## src/rtl/keypad_pkg.sv

```systemverilog
// Shared definitions for the 4x4 keypad scanner: geometry, key indices,
// column FSM states and small helpers for one-hot key vectors.
package keypad_pkg;

  localparam int NUM_ROWS = 4;
  localparam int NUM_COLS = 4;
  localparam int NUM_KEYS = 16;

  localparam logic [3:0] KEY_0  = 4'd0;
  localparam logic [3:0] KEY_1  = 4'd1;
  localparam logic [3:0] KEY_2  = 4'd2;
  localparam logic [3:0] KEY_3  = 4'd3;
  localparam logic [3:0] KEY_4  = 4'd4;
  localparam logic [3:0] KEY_5  = 4'd5;
  localparam logic [3:0] KEY_6  = 4'd6;
  localparam logic [3:0] KEY_7  = 4'd7;
  localparam logic [3:0] KEY_8  = 4'd8;
  localparam logic [3:0] KEY_9  = 4'd9;
  localparam logic [3:0] KEY_10 = 4'd10;
  localparam logic [3:0] KEY_11 = 4'd11;
  localparam logic [3:0] KEY_12 = 4'd12;
  localparam logic [3:0] KEY_13 = 4'd13;
  localparam logic [3:0] KEY_14 = 4'd14;
  localparam logic [3:0] KEY_15 = 4'd15;

  typedef enum logic [1:0] {COL_0, COL_1, COL_2, COL_3} col_state_e;

  // OR of the indices of all set bits; exact when the input is one-hot.
  function automatic logic [3:0] onehot_to_idx(input logic [15:0] v);
    logic [3:0] idx;
    idx = KEY_0;
    for (int i = 0; i < NUM_KEYS; i++) begin
      if (v[i]) idx = idx | 4'(i);
    end
    return idx;
  endfunction

  function automatic logic [4:0] popcount16(input logic [15:0] v);
    logic [4:0] n;
    n = '0;
    for (int i = 0; i < NUM_KEYS; i++) begin
      n = n + {4'd0, v[i]};
    end
    return n;
  endfunction

endpackage

```

## src/rtl/keypad_debounce.sv

```systemverilog
// Per-key frame debouncer: a key's stable state flips only after
// DEBOUNCE_FRAMES consecutive frames disagreeing with it.
module keypad_debounce
  import keypad_pkg::*;
#(
  parameter int DEBOUNCE_FRAMES = 5
) (
  input  logic                clk,
  input  logic                rst,
  input  logic [NUM_KEYS-1:0] raw_i,
  input  logic                frame_tick_i,
  output logic [NUM_KEYS-1:0] stable_o
);

  localparam int CW = (DEBOUNCE_FRAMES > 1) ? $clog2(DEBOUNCE_FRAMES) : 1;
  localparam logic [CW-1:0] CNT_LAST = CW'(DEBOUNCE_FRAMES - 1);

  genvar gi;
  generate
    for (gi = 0; gi < NUM_KEYS; gi++) begin : g_key
      logic [CW-1:0] cnt_q, cnt_d;
      logic          stable_q, stable_d;

      // Flipping on the last count clears the counter, so it never wraps.
      always_comb begin
        cnt_d    = cnt_q;
        stable_d = stable_q;
        if (frame_tick_i) begin
          if (raw_i[gi] == stable_q) begin
            cnt_d = '0;
          end else if (cnt_q == CNT_LAST) begin
            cnt_d    = '0;
            stable_d = ~stable_q;
          end else begin
            cnt_d = cnt_q + 1'b1;
          end
        end
      end

      always_ff @(posedge clk or posedge rst) begin
        if (rst) begin
          cnt_q    <= '0;
          stable_q <= 1'b0;
        end else begin
          cnt_q    <= cnt_d;
          stable_q <= stable_d;
        end
      end

      assign stable_o[gi] = stable_q;
    end
  endgenerate

endmodule

```

## src/rtl/keypad_scanner.sv

```systemverilog
// 4x4 keypad front end: column scan, debounce, single-key qualification.
// Optional auto-repeat of key_valid is built when KEY_REPEAT_EN is defined.
module keypad_scanner
  import keypad_pkg::*;
#(
  parameter int SCAN_DIV            = 100_000,
  parameter int DEBOUNCE_FRAMES     = 5,
  parameter int REPEAT_DELAY_FRAMES = 125,
  parameter int REPEAT_RATE_FRAMES  = 25
) (
  input  logic                clk,
  input  logic                rst,
  input  logic [NUM_ROWS-1:0] row,
  output logic [NUM_COLS-1:0] col,
  output logic [NUM_KEYS-1:0] key_status,
  output logic [3:0]          key_code,
  output logic                key_valid
);

  localparam int DW = (SCAN_DIV > 1) ? $clog2(SCAN_DIV) : 1;
  localparam logic [DW-1:0] DIV_LAST = DW'(SCAN_DIV - 1);

  logic [DW-1:0]       div_cnt_q, div_cnt_d;
  col_state_e          col_q, col_d;
  logic [NUM_KEYS-1:0] raw_q, raw_d;
  logic                sample;
  logic                frame_tick_q, status_tick_q;
  logic [NUM_KEYS-1:0] stable;
  logic [NUM_KEYS-1:0] qual_status;
  logic                new_press;
  logic                rep_pulse;
  logic [NUM_KEYS-1:0] key_status_q, key_status_d;
  logic [3:0]          key_code_q, key_code_d;
  logic                key_valid_q, key_valid_d;

  always_comb begin
    div_cnt_d = div_cnt_q + 1'b1;
    col_d     = col_q;
    raw_d     = raw_q;
    sample    = 1'b0;
    col       = 4'b1110;
    case (col_q)
      COL_0: col = 4'b1110;
      COL_1: col = 4'b1101;
      COL_2: col = 4'b1011;
      COL_3: col = 4'b0111;
      default: col = 4'b1110;
    endcase
    if (div_cnt_q == DIV_LAST) begin
      sample    = 1'b1;
      div_cnt_d = '0;
      case (col_q)
        COL_0: begin col_d = COL_1; raw_d[3:0]   = ~row; end
        COL_1: begin col_d = COL_2; raw_d[7:4]   = ~row; end
        COL_2: begin col_d = COL_3; raw_d[11:8]  = ~row; end
        COL_3: begin col_d = COL_0; raw_d[15:12] = ~row; end
        default: col_d = COL_0;
      endcase
    end
  end

  // frame_tick_q follows the col-3 sample so the debouncer sees a complete
  // frame; status_tick_q follows once more so qualification sees new stable.
  always_ff @(posedge clk or posedge rst) begin
    if (rst) begin
      div_cnt_q     <= '0;
      col_q         <= COL_0;
      raw_q         <= '0;
      frame_tick_q  <= 1'b0;
      status_tick_q <= 1'b0;
    end else begin
      div_cnt_q     <= div_cnt_d;
      col_q         <= col_d;
      raw_q         <= raw_d;
      frame_tick_q  <= sample && (col_q == COL_3);
      status_tick_q <= frame_tick_q;
    end
  end

  keypad_debounce #(
    .DEBOUNCE_FRAMES(DEBOUNCE_FRAMES)
  ) u_debounce (
    .clk         (clk),
    .rst         (rst),
    .raw_i       (raw_q),
    .frame_tick_i(frame_tick_q),
    .stable_o    (stable)
  );

  assign qual_status = (popcount16(stable) == 5'd1) ? stable : '0;
  assign new_press   = status_tick_q && (qual_status != '0) && (qual_status != key_status_q);

`ifdef KEY_REPEAT_EN
  localparam int RMAX = (REPEAT_DELAY_FRAMES > REPEAT_RATE_FRAMES) ?
                        REPEAT_DELAY_FRAMES : REPEAT_RATE_FRAMES;
  localparam int RW = (RMAX > 1) ? $clog2(RMAX) : 1;

  logic [RW-1:0] rep_cnt_q, rep_cnt_d;
  logic          rep_armed_q, rep_armed_d;

  // rep_armed_q marks that the initial delay has elapsed and the rate applies.
  always_comb begin
    rep_cnt_d   = rep_cnt_q;
    rep_armed_d = rep_armed_q;
    rep_pulse   = 1'b0;
    if (status_tick_q) begin
      if ((qual_status != key_status_q) || (key_status_q == '0)) begin
        rep_cnt_d   = '0;
        rep_armed_d = 1'b0;
      end else if (!rep_armed_q) begin
        if (rep_cnt_q == RW'(REPEAT_DELAY_FRAMES - 1)) begin
          rep_pulse   = 1'b1;
          rep_cnt_d   = '0;
          rep_armed_d = 1'b1;
        end else begin
          rep_cnt_d = rep_cnt_q + 1'b1;
        end
      end else if (rep_cnt_q == RW'(REPEAT_RATE_FRAMES - 1)) begin
        rep_pulse = 1'b1;
        rep_cnt_d = '0;
      end else begin
        rep_cnt_d = rep_cnt_q + 1'b1;
      end
    end
  end

  always_ff @(posedge clk or posedge rst) begin
    if (rst) begin
      rep_cnt_q   <= '0;
      rep_armed_q <= 1'b0;
    end else begin
      rep_cnt_q   <= rep_cnt_d;
      rep_armed_q <= rep_armed_d;
    end
  end
`else
  logic unused_repeat_cfg;
  assign unused_repeat_cfg = ^{32'(REPEAT_DELAY_FRAMES), 32'(REPEAT_RATE_FRAMES)};
  assign rep_pulse = 1'b0;
`endif

  always_comb begin
    key_status_d = key_status_q;
    key_code_d   = key_code_q;
    key_valid_d  = 1'b0;
    if (status_tick_q) begin
      key_status_d = qual_status;
      if (new_press || rep_pulse) begin
        key_valid_d = 1'b1;
        key_code_d  = onehot_to_idx(qual_status);
      end
    end
  end

  always_ff @(posedge clk or posedge rst) begin
    if (rst) begin
      key_status_q <= '0;
      key_code_q   <= KEY_0;
      key_valid_q  <= 1'b0;
    end else begin
      key_status_q <= key_status_d;
      key_code_q   <= key_code_d;
      key_valid_q  <= key_valid_d;
    end
  end

  assign key_status = key_status_q;
  assign key_code   = key_code_q;
  assign key_valid  = key_valid_q;

endmodule

```

## config.mk

```make
export PLATFORM = sky130hd
export DESIGN_NAME = keypad_scanner
export DESIGN_NICKNAME = d
export VERILOG_FILES = /design/src/rtl/keypad_pkg.sv /design/src/rtl/keypad_debounce.sv /design/src/rtl/keypad_scanner.sv
export SDC_FILE = /design/constraint.sdc
export NUM_CORES = 1
export LEC_CHECK = 0
export CORE_ASPECT_RATIO = 0.9
export CORE_MARGIN = 8
export CORE_UTILIZATION = 65
export CTS_CLUSTER_SIZE = 10
export DETAILED_ROUTE_END_ITERATION = 10
export GPL_TIMING_DRIVEN = 0
export PLACE_DENSITY = 0.87
export SLEW_MARGIN = 10
export SYNTH_ARGS = -nofsm -noshare
export SYNTH_HDL_FRONTEND = slang
export SYNTH_HIERARCHICAL = 1
export SYNTH_SLANG_ARGS = --single-unit
```

## constraint.sdc

```tcl
create_clock -name clk -period 12.6 [get_ports clk]
set_input_delay 2.52 -clock clk [delete_from_list [all_inputs] [get_ports clk]]
set_output_delay 2.52 -clock clk [all_outputs]
set_load 0.01 [all_outputs]
```

==> results by group <==
CTS
  • Root Buffer: clkbuf_16
  • Post-CTS Setup Bufs: 0
  • Post-cts sizing count: 0
  • Worst-skew pair later-pin latency: 0.42 ns
  • CTS tree: built
  • CTS Hold Bufs: 0
  • H-tree levels: 4
  • Clock Sinks: 122
  • Clk pin slew, worst setup/hold paths: 0.06 ns
  • CTS max path bufs: 2
  • CTS Buf Count: 17

Critical path
  • Worst endpoint data arrival time: 6.14 ns
  • RR Startpoint: u_debounce/g_key[7].stable_q
  • Worst Reg-to-Reg Cells: 19
  • CP Capture Type: register
  • CP Data Required Time: 12.90 ns
  • Startpoint Class: register
  • Worst reg-to-reg setup slack: 6.76 ns
  • Worst setup path class: reg -> reg
  • Crit path from: u_debounce/g_key[7].stable_q
  • Critical path peak fanout: 10

Synth
  • Post-synth design cell area: 0.006847 mm2
  • Yosys warns: 6
  • Mean post-synth cell area: 9.894 um2
  • Ys async rst share: 100.0%
  • Synth Register Bits: 122
  • Post-synthesis sequential area ratio: 44.59%
  • Synth Flop Type: dfrtp_1
  • Post-synth net total: 754
  • Synth Instances: 692
  • Post-synth EDFFs: 0
  • Count of cell types in the netlist: 48

Route
  • Vias: 5405
  • 1st-pass router iterations: 5
  • Routed len/inst: 19.55 um
  • Routed length on met1: 7.094 mm
  • DR top layer: met4
  • Drt first-iter violations: 503
  • Met2 wire length: 8.863 mm
  • Overall routed net length: 17.29 mm
  • Met3 wire length: 923 um
  • Via/cell ratio: 6.114
  • DRC: 0
  • ANT nets after route: 0

Placed design
  • Final GP Congestion: 0.9447
  • Hpwl dp: 11.54 mm
  • Input/output buffers: 30
  • Setup WS pre-CTS: 6.865 ns

Min path
  • Cell depth of the worst hold path: 0
  • Hold_sp: frame_tick_q
  • Hold Path Class: reg -> reg

Final layout
  • Syn-to-layout area delta: 17.71%
  • Final core occ: 78.64%
  • Fillers: 636
  • Diode count: 0
  • Multi-input gate area: 0.003219 mm2
  • Share of cells above drive strength 1: 12.19%
  • Nets: 804
  • FF/Latch Area: 0.003053 mm2

Power and ir drop
  • Static Leakage: 3.720 nW
  • Overall Power: 1.005 mW
  • Power density over the cells: 124.7 mW/mm2
  • Peak supply drop: 161.4 uV

Global route
  • Gr usage total: 25.74%
  • Vias in the first global route: 5746
  • Global-route wire length before repair: 28.29 mm
  • Initial antenna violation count: 0
  • Largest net degree at the start of global routing: 65
  • GR Overflow Total: 0

STA
  • Crit path time final: 5.838 ns
  • Fin crit share: 46.34%
  • F_max: 171.3 MHz
  • Max Transition Viols Final: 0
  • Setup violators final: 0
  • Clk_skew: 0.007439 ns
  • Slew @ Worst Pin: 0.8357 ns
  • Slew Limit Headroom: 44.29%
  • Setup TNS Final: 0 ns
  • Unrepaired setup endpoints after global routing: no
  • Count of final hold-check violations: 0
  • Worst hold slack: 0.4947 ns
  • PnR worst setup slack: 6.762 ns

Floorplanning
  • Starting Density: 66.81%
  • Core area: 0.01025 mm2
  • Rows: 35
  • Die Span Y: 113.4 um
  • Die width: 124.2 um
  • DIE AREA: 0.01408 mm2
  • IO Pins: 31

Flow run
  • Max cap viols: 0

Run status
  • Outcome: finished clean
==> state kept, by name (all words and copies together), names as in the netlist <==
name / count
u_debounce/g_key.cnt_q: 48
key_valid: 1
key_code: 4
status_tick_q: 1
u_debounce/g_key.stable_q: 16
frame_tick_q: 1
div_cnt_q: 17
key_status: 16
col_q: 2
raw_q: 16
==> critical path: stages, from the launching register on <==
cell,delay (ns)
dfrtp_1,0.42
buf_4,0.18
inv_1,0.09
fa_1,0.50
inv_1,0.05
fa_1,0.48
fa_1,0.53
inv_1,0.05
fa_1,0.48
inv_1,0.05
ha_1,0.21
fa_1,0.46
or4b_4,0.54
a21oi_4,0.21
nand2_4,0.12
buf_6,0.16
o2bb2ai_1,0.14
o2111ai_1,0.23
o311ai_4,0.41
mux2_2,0.39
==> area by class of cell <==
class	instances	area share [%]
repair buffers	31	3.975
clock inverters	14	3.586
well taps	129	2.003
multi-input cells	449	39.95
inverters	83	3.897
clock buffers	18	5.449
plain buffers	38	3.260
flip-flops and latches	122	37.88
==> power breakdown <==
group	internal, mW	total, mW	switching (mW)
combinational	0.00210	0.0110	0.00893
sequential	0.392	0.392	0
clock	0.418	0.602	0.184
==> worst paths after layout <==
check	to
max	key_code[0]
min	status_tick_q
min in group asynchronous	raw_q[3]
max in group asynchronous	u_debounce/g_key[4].stable_q
min reg2reg	status_tick_q
max reg2reg	key_code[0]
==> synthesized netlist by cell type, drive strengths merged (13+ instances only) <==
cell	instances	area [um2]
buf	29	229.0
a21oi	14	81.33
nand3	47	235.2
nand2	71	276.5
nor2	27	101.4
xor2	26	227.7
mux2	20	225.2
dfrtp	122	3053
inv	83	311.6
a22o	13	113.9
nand2b	15	93.84
o21ai	47	235.2
xnor2	13	113.9
ha	46	575.6
o22ai	32	200.2
==> per-layer routing <==
layer  track usage (%)  up-vias
met5                 0        -
met3             5.625       43
met2             43.09      205
li1                  -     2455
met1             31.06     2702
met4             11.09        0
==> layout by cell type, fill, tap and decap left out, types with 5 or more instances in the layout <==
master | netlist | layout
xor2_1 | 26 | 26
fa_1 | 10 | 10
o21ai_0 | 43 | 43
clkbuf_1 | 9 | 9
nor2_1 | 27 | 27
mux2_2 | 20 | 20
bufinv_16 | 0 | 8
clkdlybuf4s50_1 | 0 | 30
a41oi_1 | 5 | 5
a22o_1 | 13 | 13
nor4_1 | 7 | 7
nor3_1 | 7 | 7
inv_1 | 82 | 80
buf_4 | 21 | 21
o22ai_1 | 32 | 32
nand3_1 | 47 | 47
clkbuf_16 | 0 | 17
dfrtp_1 | 122 | 122
a21oi_1 | 13 | 13
buf_6 | 5 | 5
nand2_1 | 69 | 69
nand2b_1 | 15 | 15
xnor2_1 | 13 | 13
ha_1 | 46 | 46
==> cell families (layout without fill, tap and decap cells) <==
logic type | count (synthesis) | count (layout) | synth area share [%]
simple gates | 194 | 194 | 13.80
xor+xnor | 39 | 39 | 4.989
fa+ha+maj | 56 | 56 | 11.33
mux | 23 | 23 | 3.728
flops | 122 | 122 | 44.59
buf+inv | 121 | 184 | 8.388
compound gates | 137 | 137 | 13.18
==> per-stage QoR <==
step	std cells	cell area [um2]
3_3_place_gp	851	7308
3_5_place_dp	852	7331
6_report	884	8059
4_1_cts	884	8059
5_1_grt	884	8059
2_1_floorplan	692	6847
Power figures use the tool's default switching activity.
